==> src/rtl/pwm_head.sv <==
// PWM time base: up-counter wrapping at a shadowed period, shadowed compare
// register, zero/period/compare match decodes and a complementary PWM pair.
module pwm_head #(
  parameter int                WIDTH     = 12,
  parameter logic [WIDTH-1:0]  PRD_RESET = 12'hFFF
) (
  input  logic             Clock,
  input  logic             Rst,
  input  logic             Clk_en,
  input  logic             Load_en,
  input  logic [WIDTH-1:0] Load,
  input  logic [WIDTH-1:0] reg_cc,
  output logic [WIDTH-1:0] op,
  output logic [WIDTH-1:0] counter_out,
  output logic             Ctr_0,
  output logic             comparator_out,
  output logic             comparator_out_cc,
  output logic             T1,
  output logic             T2
);

  logic [WIDTH-1:0] shadow_prd;
  logic [WIDTH-1:0] active_prd;
  logic [WIDTH-1:0] active_cc;
  logic [WIDTH-1:0] cnt;
  logic             boundary;

  assign boundary = (cnt == active_prd);

  // The shadow is written independently of Clk_en so software can stage a
  // new period while the time base is paused.
  always_ff @(posedge Clock) begin
    if (!Rst) begin
      shadow_prd <= PRD_RESET;
    end else if (Load_en) begin
      shadow_prd <= Load;
    end
  end

  // Period and compare only move at the wrap, so cnt can never exceed op.
  always_ff @(posedge Clock) begin
    if (!Rst) begin
      cnt        <= '0;
      active_prd <= PRD_RESET;
      active_cc  <= '0;
    end else if (Clk_en) begin
      if (boundary) begin
        cnt        <= '0;
        active_prd <= shadow_prd;
        active_cc  <= reg_cc;
      end else begin
        cnt <= cnt + 1'b1;
      end
    end
  end

  assign op                = active_prd;
  assign counter_out       = cnt;
  assign Ctr_0             = (cnt == '0);
  assign comparator_out    = boundary;
  assign comparator_out_cc = (cnt == active_cc);
  assign T1                = (cnt < active_cc);
  assign T2                = ~T1;

endmodule

==> config.mk <==
export PLATFORM = sky130hd
export DESIGN_NAME = pwm_head
export DESIGN_NICKNAME = d
export VERILOG_FILES = /design/src/rtl/pwm_head.sv
export SDC_FILE = /design/constraint.sdc
export NUM_CORES = 1
export LEC_CHECK = 0
export BUFFER_PORTS_ARGS = -buffer_cell sky130_fd_sc_hd__buf_2
export CAP_MARGIN = 15
export CORE_MARGIN = 1
export CORE_UTILIZATION = 48
export CTS_CLUSTER_SIZE = 25
export DETAILED_ROUTE_END_ITERATION = 6
export PLACE_DENSITY = 0.81
export SYNTH_ARGS = -nofsm -noshare
export SYNTH_HDL_FRONTEND = slang
export SYNTH_SLANG_ARGS = --single-unit
==> constraint.sdc <==
create_clock -name Clock -period 2.3 [get_ports Clock]
set_clock_uncertainty 0.15 [all_clocks]
set_input_delay 0.115 -clock Clock [delete_from_list [all_inputs] [get_ports Clock]]
set_output_delay 0.115 -clock Clock [all_outputs]
set_load 0.005 [all_outputs]
[Yosys cells after proc, flatten, opt, wreduce, memory -nomap -nowiden]
Cells that the tools add are included.
Operators by class
  reduce and logical (&&, ||, !) cells: 2
  bitwise gates (word level): 1
  equality and inequality tests: 2
  add/sub/neg operators: 1
  mux-type cells: 1
  order comparisons: 1
Operator list (count)
  equality test 12 bit: 2
  adder 12 x 1 -> 12 bit (second input constant): 1
  zero test 12 bit: 1
  less-than comparator 12 bit: 1
  two-way mux 12 bit: 1
  AND reduction 2 bit: 1
  NOT 1 bit: 1
Storage, ports and cells
  logic and storage cells: 12
  input port bits: 28
  bits in registers: 48
  output and inout port bits: 29

[Logic depth before layout (Yosys ltp)]
Gate-level depths: netlist of run 1.
  depth after elaboration: 2
  gate-level depth with buffers: 8
  gate-level depth less buffers: 7

[Worst setup path after synthesis of run 1]
OpenSTA, ideal clock, no wires.
  path type: register to register
  from: reg cnt[2] (netlist: counter_out[2])
  to: reg active_prd[10] (netlist: op[10])
  arrival time: 1.484 ns
  cell stages (with the launch flop): 9
  path buffers: 3
  clock period less this slack: 1.763 ns
  slack: 0.537 ns
  cell sequence: dfxtp_1 -> buf_6 -> xor2_2 -> nor4_2 -> nand4_1 -> buf_6 -> buf_6 -> mux2i_1 -> nand2_1
Between the ends
  longest elaborated chain between the ends: 2
Ends and longest elaborated chain
  start, declared: RTL line 25  | logic [WIDTH-1:0] cnt;
  start signal, assigned: RTL line 52  | cnt <= cnt + 1'b1;
  equality test 12 bit: RTL line 28  | assign boundary = (cnt == active_prd);
  AND reduction 2 bit (no source line)
  end signal, assigned: RTL line 49  | active_prd <= shadow_prd;
  end, declared: RTL line 23  | logic [WIDTH-1:0] active_prd;
Every way passes these cells.
A chain may end at the register's enable or synchronous reset.

[Final worst setup path of run 1]
  from: reg cnt[5] (netlist: counter_out[5])
  to: out T1
Between the ends
  longest elaborated chain between the ends: 1
Ends and longest elaborated chain
  less-than comparator 12 bit: RTL line 62  | assign T1 = (cnt < active_cc);
  end, declared: RTL line 18  | output logic T1,
Every way passes these cells.

==> flow_metrics.tcl, run 1 <==
set metrics [dict create \
    final_util_pct 66.1 \
    fin_tns_setup_ns 0 \
    yosysSeqAreaShare_pct 41.3 \
    overflow 0 \
    synth.distinct_cells 31 \
    status "finished clean" \
    dieWidth_um 71.6 \
    rsz0062_at_grt "no" \
    drv_cap 0 \
    cts_buffer_depth 2 \
    setup_viol 0 \
    clk_latency_ns 0.30 \
    area_growth_pct 28.0 \
    post-synth-top-count-cell "dfxtp_1" \
    root_buffer "clkbuf_8" \
    nets 379 \
    row_count 24 \
    fmax_mhz 454 \
    synth_cells 259 \
    stdcell_count 389 \
    critPathKind "reg2out" \
    initial_utilization_pct 51.7 \
    routed_wl_um 5230 \
    first_pass_iters 4 \
    n_antenna_cell 0 \
    first_global_vias 1867 \
    async_flop_share_pct 0 \
    synth_common_cells "dfxtp_1, nand2_1, mux2i_1" \
    hold_path.class "in2reg" \
    n_fill_cell 373 \
    peakVddDrop_mv 0.319 \
    port_buffers 56 \
    ys_seq_elements 48 \
    syn-num-nets 301 \
    drtIter0Drc 133 \
    synth_edf_count 0 \
    ant_nets 0 \
    worst_slew_pin_slew_ns 0.425 \
    synth_largest_area_cell "dfxtp_1" \
    antenna_found_initial 0 \
    path_clk_slew_ns 0.09 \
    layout-drive-gt1-share_pct 22.8 \
    cts_buffers 5 \
    gp_congestion 0.791 \
    wl_per_cell_um 13.4 \
    grt_pass1_wl_um 8540 \
    dpl.cell_count 358 \
    drv_slew 0 \
    drc 0 \
    end_kind "output pin" \
    netlist.area_leader.share_pct 41.3 \
    cts_tree "yes" \
    regArea_um2 962 \
    finalHoldViolations 0 \
    cts_sinks 48 \
    dieHeight_um 71.6 \
    crit_arrival_ns 1.94 \
    ys.flop_type "dfxtp_1" \
    viasPerCell 5.28 \
    leakagePower_uw 0.00137 \
    relSlewSlack_pct 71.4 \
    avgSynthCellArea_um2 8.99 \
    yosys-top-cells-area "dfxtp_1, mux2i_1, ha_1" \
    post-route-period-util_pct 95.7 \
    yosys_warnings 0 \
    power.density_nw_per_um2 512 \
    crit_path_start_kind "register" \
    grtUsageTotal_pct 21.4 \
    pin_count 57 \
    netlist_area_um2 2330 \
    vias 2054 \
    multi_input_area_um2 1230 \
    fin_total_pwr_uw 1520 \
    h-tree-depth 2 \
    dpl.hpwl_um 3540 \
    min_period_ns 2.20 \
    core_um2 4500 \
    cp.required_ns 2.04 \
    grt_max_degree 34 \
    dieArea_um2 5130 \
    hold_ws_ns 0.0725 \
    worst-path-max-fanout 6 \
]
==> worst paths after layout <==
check / from / end / slack [ns] / depth (start not counted)
setup / recovery: counter_out[5] / T1 / 0.1 / 7
hold / removal: Rst / active_cc[10] / 0.07 / 3
hold reg to reg: active_cc[1] / active_cc[1] / 0.32 / 2
setup reg to reg: counter_out[6] / counter_out[10] / 0.22 / 6
==> where the power goes <==
part / internal [uW] / switching (uW) / total (uW)
Sequential: 846 / 11.1 / 857
Clock: 240 / 277 / 517
Combinational: 83.8 / 66.3 / 150
Total: 1170 / 354 / 1520
==> cell families (layout without fill, tap and decap cells) <==
logic type / count (synthesis) / count (layout) / synth area share, %
buf+inv: 30 / 108 / 6.13
flops: 48 / 48 / 41.3
fa+ha+maj: 14 / 14 / 7.53
compound gates: 26 / 26 / 6.88
mux: 24 / 24 / 10.3
xor+xnor: 21 / 21 / 8.23
simple gates: 96 / 96 / 19.6
==> per-layer routing <==
metal  track usage (%)  share of wire [%]
met2              33.9                 48
met4              7.19               0.94
met5                 0                  0
met3              4.50                5.8
met1              29.1                 45
==> area by class of cell <==
cell class | instances | share of cell area (%)
Sequential cell | 48 | 32.3
Multi-Input combinational cell | 181 | 41.3
Clock buffer | 6 | 2.77
Timing Repair Buffer | 88 | 19.5
Inverter | 13 | 1.64
Clock inverter | 1 | 0.294
Tap cell | 52 | 2.18
==> cells in the final DEF (no fill, tap or decap), drive strengths merged, types with 9 or more instances in the layout <==
cell type and instances:
nand3 14, nand2 42, inv 13, mux2i 24, buf 64, dlygate4sd3 24, ha 14, nand4 9
o21ai 13, nor2 14, xor2 15, dfxtp 48
==> state kept, by name, summed over array words and instances, names as in the netlist <==
name         count
op              12
active_cc       12
shadow_prd      12
counter_out     12
==> critical path: stages (launching register included) <==
cell     delay [ns]
dfxtp_1        0.34
buf_4          0.16
ha_1           0.34
a21o_1         0.20
a21o_1         0.18
a21oi_2        0.17
o211a_1        0.15
buf_2          0.10
==> what timing repair did <==
item                                    CTS  global route
resized for setup                         1             3
hold endpoints to repair                 24             0
setup buffers                             0             0
endpoints found under the setup margin    2             2
hold buffers                             24             0
==> per-stage QoR <==
stage	instance area [um^2]	worst slack, ns
2_1_floorplan	2330	0.537
3_3_place_gp	2640	0.350
3_5_place_dp	2640	0.294
4_1_cts	2970	0.0498
5_1_grt	2980	0.0203
6_report	2980	0.0981
(Power assumes the default switching activity.)
==> run 2, diff against run 1 <==
- CELL_PAD_IN_SITES_DETAIL_PLACEMENT: not set -> 1
- CELL_PAD_IN_SITES_GLOBAL_PLACEMENT: not set -> 1
- CORE_UTILIZATION: 48 -> 39
- PLACE_DENSITY: 0.81 -> 0.86
==> run 2 against run 1 <==
Compared with the run above:
- first-iteration DRC count down 28%
- sequential power about the same
- sequential share of layout area decreased by 0.72 points
- largest cell class unchanged
- global-route usage up 1.7 points
- final cell count rose by 6.2%
- maximum frequency fell by 0.46%
- die area grew 22%
- largest power group unchanged
- worst setup slack worse by 0.010 ns
==> flow_metrics.tcl, run 2 (same netlist as run 1, synthesis figures left out) <==
set metrics [dict create \
    cpPeakStageDelay_ns 0.40 \
    first_pass_iters 4 \
    worstPathCellList "buf_4 > ha_1 > o21a_1 > o21a_1 > o21ai_2 > o211a_1 > buf_2" \
    core_um2 5640 \
    worst_slew_pin_slew_ns 0.409 \
    path_clk_slew_ns 0.09 \
    worst-path-max-fanout 9 \
    finalHoldViolations 0 \
    r2r_cells 6 \
    cts_sinks 48 \
    ant_nets 0 \
    power.density_nw_per_um2 499 \
    leakagePower_uw 0.00138 \
    layout-drive-gt1-share_pct 24.6 \
    n_antenna_cell 0 \
    fin_area_um2 3050 \
    cts_buffers 5 \
    layout_commonest_cell "buf_2" \
    cts_buffer_depth 2 \
    vias 2136 \
    dieWidth_um 79.3 \
    crit_arrival_ns 1.95 \
    post-route-period-util_pct 96.2 \
    relSlewSlack_pct 72.3 \
    crit_family "compound AO/OA/AOI/OAI gates" \
    drv_slew 0 \
    drc 0 \
    grtUsageTotal_pct 23.0 \
    pin_count 57 \
    status "finished clean" \
    h-tree-depth 2 \
    rrSetupSlack_ns 0.10 \
    mostFrequentLayoutCells "buf_2, dfxtp_1, nand2_1" \
    crit_buf_inv 2 \
    clk_latency_ns 0.31 \
    overflow 0 \
    gp_congestion 0.791 \
    viasPerCell 5.17 \
    row_count 27 \
    critPathKind "reg2out" \
    root_buffer "clkbuf_8" \
    nets 383 \
    cp_common_cell "o21a_1" \
    initial_utilization_pct 41.3 \
    grt_max_degree 30 \
    port_buffers 56 \
    hold_path_depth 3 \
    area_growth_pct 30.9 \
    drv_cap 0 \
    multi_input_area_um2 1250 \
    final_util_pct 54.0 \
    regArea_um2 962 \
    peakVddDrop_mv 0.386 \
    cp.required_ns 2.04 \
    dieArea_um2 6280 \
    dpl.hpwl_um 4440 \
    end_kind "output pin" \
    wl_per_cell_um 17.2 \
    place_area_um2 2690 \
    dieHeight_um 79.3 \
    fmax_mhz 452 \
    first_global_vias 2239 \
    cts_tree "yes" \
    cts_setup_buffers 0 \
    routed_wl_um 7100 \
    n_fill_cell 687 \
    setup_viol 0 \
    fin_total_pwr_uw 1520 \
    crit_cells 7 \
    drtIter0Drc 96 \
    crit_path_top_delay_cell "dfxtp_1" \
    crit_path_start_kind "register" \
    hold_path.class "in2reg" \
    grt_pass1_wl_um 11000 \
    antenna_found_initial 0 \
    min_period_ns 2.21 \
]
[run 2: cell count changes in the layout (fill, tap and decap cells not counted), sizes merged]
cell and delta:
buf +4, clkbuf -1, clkinvlp +1
[run 2: metal layers]
layer | up-vias | wire length [um] | GRT usage, %
met4 | 0 | 180 | 10.7
li1 | 1030 | - | -
met1 | 1032 | 2930 | 25.8
met2 | 55 | 3730 | 42.0
met3 | 19 | 254 | 4.02
met5 | - | 0 | 0
[run 2: path summary, 6_finish.rpt]
| kind | from | endpoint |
|---|---|---|
| hold reg to reg | active_cc[0] | active_cc[0] |
| setup reg to reg | op[2] | op[4] |
| hold / removal | Clk_en | counter_out[0] |
| setup / recovery | counter_out[2] | T1 |
[run 2: power breakdown]
part	switching (uW)	leakage, uW	internal [uW]	total [uW]
Sequential	12.4	0.000391	846	859
Clock	294	0.0000400	207	500
Combinational	74.5	0.000951	85.6	160
Total	381	0.00138	1140	1520
[run 2: through the flow]
| stage | hold slack, ns | TNS (ns) | instances | worst slack (ns) |
|---|---|---|---|---|
| 6_report | 0.0702 | 0 | 413 | 0.0880 |
| 5_1_grt | 0.106 | -0.0250 | 413 | -0.0250 |
| 4_1_cts | 0.0692 | 0 | 413 | 0.0201 |
| 3_5_place_dp | 0.188 | 0 | 382 | 0.241 |
| 3_3_place_gp | 0.178 | 0 | 382 | 0.311 |
| 2_1_floorplan | 0.0934 | 0 | 259 | 0.537 |
[run 2: area by class of cell]
class                      count  share of cell area [%]
tap                           72                    2.96
inverter                      13                    1.60
timing repair buffer          92                    20.0
clock buffer                   5                    2.26
clock inverter                 2                   0.411
multi-input combinational    181                    41.1
sequential                    48                    31.6
[run 2: timing repair]
item                                    CTS  global route
resized for setup                         2             5
gates cloned                              0             0
hold endpoints to repair                 24             0
pin swaps                                 0             2
hold buffers                             24             0
endpoints found under the setup margin    2             5
[run 2: worst min-delay path, stage by stage]
cell    delay [ns]
buf_2         0.16
nor2_1        0.12
o21a_1        0.11
